File: config.mk
export PLATFORM = sky130hd
export DESIGN_NAME = ram8_16bit_flat
export DESIGN_NICKNAME = d
export VERILOG_FILES = /design/src/rtl/ram8_pkg.sv /design/src/rtl/ram8_16bit_if.sv /design/src/rtl/ram8_16bit_load_demux8.sv /design/src/rtl/ram8_16bit.sv /design/src/flat_wrapper.sv
export SDC_FILE = /design/constraint.sdc
export NUM_CORES = 1
export LEC_CHECK = 0
export ABC_AREA = 1
export CORE_MARGIN = 3
export CORE_UTILIZATION = 55
export DETAILED_ROUTE_END_ITERATION = 6
export PLACE_DENSITY = 0.7
export SKIP_CTS_REPAIR_TIMING = 1
export SYNTH_ARGS = -nofsm -noshare
export SYNTH_HDL_FRONTEND = slang
export SYNTH_SLANG_ARGS = --single-unit
File: constraint.sdc
create_clock -name clk -period 2.8 [get_ports clk]
set_input_delay 0.42 -clock clk [delete_from_list [all_inputs] [get_ports clk]]
set_output_delay 0.42 -clock clk [all_outputs]
set_load 0.05 [all_outputs]
File: src/rtl/ram8_pkg.sv
// ram8_pkg: shared sizes, state enum and word type for the RAM8 register file.
package ram8_pkg;
    localparam int WIDTH_DEF = 16;
    localparam int ADDR_W    = 3;
    localparam int DEPTH     = 8;
    typedef enum logic {IDLE, CLEAR} ram8_state_t;
    typedef logic [WIDTH_DEF-1:0] ram8_word_t;
    typedef logic [ADDR_W-1:0] ram8_addr_t;
endpackage

File: src/rtl/ram8_16bit_if.sv
// ram8_16bit_if: write/read/clear bus of the RAM8 register file.
interface ram8_16bit_if #(parameter int WIDTH = ram8_pkg::WIDTH_DEF);
    logic [WIDTH-1:0]            in;
    logic [WIDTH-1:0]            out;
    logic                        load;
    logic                        clr;
    logic                        busy;
    logic [ram8_pkg::ADDR_W-1:0] address;
    modport master (output in, load, address, clr, input out, busy);
    modport slave  (input in, load, address, clr, output out, busy);
endinterface

File: src/rtl/ram8_16bit_load_demux8.sv
// load_demux8: turns a load strobe and 3-bit select into a one-hot write enable.
module load_demux8
    import ram8_pkg::*;
(
    input  logic              load,
    input  logic              en,
    input  logic [ADDR_W-1:0] sel,
    output logic [DEPTH-1:0]  we
);
    always_comb we = (load && en) ? ({{(DEPTH-1){1'b0}}, 1'b1} << sel) : '0;
endmodule

File: src/rtl/ram8_16bit.sv
// ram8_16bit: 8x16 register file with a one-word-per-cycle bulk clear sequencer.
// Optional RAM8_BYPASS_EN forwards write data straight to out during an accepted write.
module ram8_16bit
    import ram8_pkg::*;
#(
    parameter int WIDTH = WIDTH_DEF
)(
    input  logic         clk,
    input  logic         rst_n,
    ram8_16bit_if.slave  bus
);
    ram8_state_t       state_q, state_d;
    logic [ADDR_W-1:0] cnt_q, cnt_d;
    logic [WIDTH-1:0]  mem_q [DEPTH];
    logic [WIDTH-1:0]  mem_d [DEPTH];
    logic [DEPTH-1:0]  we;
    logic              idle;

    assign idle = (state_q == IDLE);

    // clr takes priority over a same-cycle load, so the decode is masked by it
    load_demux8 u_demux (
        .load (bus.load),
        .en   (idle && !bus.clr),
        .sel  (bus.address),
        .we   (we)
    );

    always_comb begin
        state_d = state_q;
        cnt_d   = cnt_q;
        mem_d   = mem_q;
        if (idle) begin
            if (bus.clr) begin
                state_d = CLEAR;
                cnt_d   = '0;
            end
            for (int i = 0; i < DEPTH; i++)
                if (we[i]) mem_d[i] = bus.in;
        end else begin
            mem_d[cnt_q] = '0;
            cnt_d        = cnt_q + 1'b1;
            if (cnt_q == ADDR_W'(DEPTH - 1)) state_d = IDLE;
        end
    end

    always_ff @(posedge clk or negedge rst_n) begin
        if (!rst_n) begin
            state_q <= IDLE;
            cnt_q   <= '0;
            for (int i = 0; i < DEPTH; i++) mem_q[i] <= '0;
        end else begin
            state_q <= state_d;
            cnt_q   <= cnt_d;
            mem_q   <= mem_d;
        end
    end

`ifdef RAM8_BYPASS_EN
    always_comb bus.out = (bus.load && idle && !bus.clr) ? bus.in : mem_q[bus.address];
`else
    always_comb bus.out = mem_q[bus.address];
`endif

    always_comb bus.busy = !idle;
endmodule

File: src/flat_wrapper.sv
// flat-port wrapper written by rule: the top's interface ports become plain ports
module ram8_16bit_flat import ram8_pkg::*;
#(
    parameter int WIDTH = WIDTH_DEF
)
  (clk, rst_n, bus_in, bus_load, bus_address, bus_clr, bus_out, bus_busy);
  ram8_16bit_if #(.WIDTH(WIDTH)) bus_i ();
  input  logic clk;
  input  logic rst_n;
  input wire logic [$bits(bus_i.in)-1:0] bus_in;
  input wire logic [$bits(bus_i.load)-1:0] bus_load;
  input wire logic [$bits(bus_i.address)-1:0] bus_address;
  input wire logic [$bits(bus_i.clr)-1:0] bus_clr;
  output wire logic [$bits(bus_i.out)-1:0] bus_out;
  output wire logic [$bits(bus_i.busy)-1:0] bus_busy;
  assign bus_i.in = bus_in;
  assign bus_i.load = bus_load;
  assign bus_i.address = bus_address;
  assign bus_i.clr = bus_clr;
  assign bus_out = bus_i.out;
  assign bus_busy = bus_i.busy;
  ram8_16bit #(.WIDTH(WIDTH)) u_core (.clk(clk), .rst_n(rst_n), .bus(bus_i));
endmodule
==> flow_metrics.py <==
metrics = {
    "yosys": {
        "syn_area_um2": 7289,
        "synth.most_common_cell": "nand2_1",
        "ys_seq_area_frac": 0.4531,
        "synthTopCellsByArea": "dfrtp_1, nand2_1, nand3_1, nand3_2, buf_2",
        "synth-edff-count": 0,
        "synthTopCellsByCount": "nand2_1, nand3_1, dfrtp_1",
        "synthCells": 1005,
        "synth_nets": 1030,
        "syn_area_per_cell_um2": 7.253,
        "yosys_most_used_dff": "dfrtp_1",
        "yosysTopAreaCell": "dfrtp_1",
        "ys_ff_latch": 132,
        "yosysTopAreaCellShare": 0.4531,
        "async_flop_share": 1.000,
        "ys.warnings.count": 0,
        "synth_cell_type_count": 20,
    },
    "power_and_ir_drop": {
        "power.total_mw": 5.864,
        "powerDensity_nw_per_um2": 697.3,
        "p_leak_nw": 4.864,
        "irDropWorstVdd_v": 0.0007002,
    },
    "worst_setup_path": {
        "cp.arrival_ns": 1.86,
        "endpoint_kind": "primary output",
        "cp_max_fo": 35,
        "critical_path_class": "input pin to primary output",
        "worstPathRequired_ns": 2.38,
        "critical_path.startpoint_type": "input pin",
    },
    "global_routing": {
        "gr-total-overflow": 0,
        "grt_pass1_wl_mm": 34.60,
        "grt_pass1_vias": 6575,
        "grtUsageTotal": 0.3104,
        "grt_max_degree": 71,
        "grt_antenna_before_repair": 0,
    },
    "clock_tree": {
        "path_clk_slew_ns": 0.05,
        "htreeDepth": 4,
        "clkSinkCount": 132,
        "clk_path_buf_depth": 2,
        "cts-root-buf": "clkbuf_16",
        "cts_tree": "done",
        "cts_buffers": 17,
        "clk_latency_ns": 0.43,
    },
    "floorplan": {
        "rows": 41,
        "die-height_um": 121.1,
        "fp.dieArea_um2": 14670,
        "start_util": 0.5707,
        "core_area_um2": 12770,
        "die_x_um": 121.1,
        "ios": 40,
    },
    "placed_design": {
        "detailed_place_hpwl_mm": 14.07,
        "io_buffers": 39,
        "gp_congestion": 0.8969,
        "place_ws_ns": 0.4197,
    },
    "sta": {
        "slew_headroom": 0.4590,
        "period_share": 0.8148,
        "setup_tns_ns": 0,
        "tightest_slew_ns": 0.8095,
        "layout_min_cycle_time_ns": 2.281,
        "fmax_ghz": 0.4383,
        "finalHoldViolations": 1,
        "fin_ws_ns": 0.5186,
        "final-setup-viol-count": 0,
        "timing.hold.ws_ns": -0.002974,
        "rsz0062_at_grt": "no",
        "fin_skew_ns": 0.004693,
        "drv_slew": 0,
    },
    "outcome": {
        "status": "finished with violations",
        "violations": "negative hold slack",
    },
    "detailed_routing": {
        "wire_per_inst_um": 17.97,
        "wl_met2_mm": 10.23,
        "top_layer_used": "met4",
        "drt-met1-wl_mm": 9.182,
        "first_pass_iters": 5,
        "drtIter0Drc": 697,
        "routed_wl_mm": 21.72,
        "ant_nets": 0,
        "detail_route.vias_per_cell": 5.567,
        "drc": 0,
        "met3_length_mm": 1.452,
        "vias": 6730,
    },
    "layout": {
        "area_delta_synth_final_pct": 15.36,
        "final-seq-area_um2": 3303,
        "layout.nets": 1051,
        "multi_input_area_um2": 3482,
        "fin_util": 0.6583,
        "drive_above_1_share": 0.1070,
        "fillers": 1154,
        "antennaDiodeCount": 0,
    },
    "worst_hold_path": {
        "worstHoldPathType": "input pin to async pin",
    },
    "run": {
        "cap_violations": 0,
    },
}
[worst paths after layout]
check                      cells after the start        startpoint  slack [ns]          endpoint
max in group asynchronous                      2             rst_n        2.07  u_core.mem_q[80]
setup / recovery                               7    bus_address[1]        0.52        bus_out[3]
hold reg to reg                                2  u_core.mem_q[22]        0.50  u_core.mem_q[22]
setup reg to reg                               6   u_core.bus.busy        0.92   u_core.mem_q[2]
min in group clk                               2  u_core.mem_q[22]        0.50  u_core.mem_q[22]
hold / removal                                 1             rst_n      -0.003  u_core.mem_q[55]
[cells by family after synthesis]
family,after synthesis,share of synthesized area
flip-flops,132,0.4531
AO/OA/AOI/OAI,4,0.002745
buffers and inverters,92,0.06917
AND/OR/NAND/NOR,775,0.4715
adder cells (fa/ha/maj),2,0.003432
[critical path: stages]
cell and delay, ns:
clkdlybuf4s50_1 0.48, inv_4 0.37, nand2_1 0.11, nand2_1 0.08, nand2_1 0.05, nand2_1 0.18
buf_12 0.16
[layout by cell type, fill, tap and decap left out]
| master | n |
|---|---|
| a21oi_1 | 1 |
| buf_12 | 16 |
| buf_2 | 1 |
| buf_4 | 24 |
| buf_6 | 1 |
| bufinv_16 | 2 |
| clkbuf_1 | 5 |
| clkbuf_16 | 17 |
| clkbuf_8 | 3 |
| clkdlybuf4s50_1 | 21 |
| clkinv_2 | 3 |
| dfrtp_1 | 132 |
| ha_1 | 2 |
| inv_1 | 25 |
| inv_2 | 4 |
| inv_4 | 2 |
| nand2_1 | 511 |
| nand2_2 | 5 |
| nand2_4 | 6 |
| nand3_1 | 206 |
| nand3_2 | 20 |
| nor2_1 | 20 |
| nor2_4 | 3 |
| nor2_8 | 4 |
| o21ai_0 | 3 |
[per-stage QoR]
step	cells	cell area, um2	hold slack [ns]
global route	1209	8409	0.03791
CTS	1209	8409	0.02840
floorplan	1005	7289	0.1244
detailed placement	1179	7849	0.4809
global placement	1179	7849	0.4774
finish	1209	8409	-0.002974
[flip-flops by register name, indices dropped and copies added (netlist names)]
name / cells
u_core.mem_q: 128
u_core.cnt_q: 3
u_core.bus.busy: 1
[per-layer routing]
layer	global-route usage	up-vias
met5	0	-
met4	0.1204	0
met3	0.06107	64
met2	0.5043	288
met1	0.4109	3139
li1	-	3239
[cell type report]
type,instances,share of cell area
clock inverters,5,0.008927
well taps,172,0.02559
multi-input cells,781,0.4141
clock buffers,25,0.05773
repair buffers,63,0.08645
flip-flops and latches,132,0.3928
inverters,31,0.01443
[where the power goes]
group	leakage, nW	internal (mW)	switching, mW
combinational	2.76	0.380	1.07
sequential	1.83	2.10	0.142
clock	0.277	1.37	0.804
total	4.86	3.85	2.02
(Power assumes the default switching activity.)
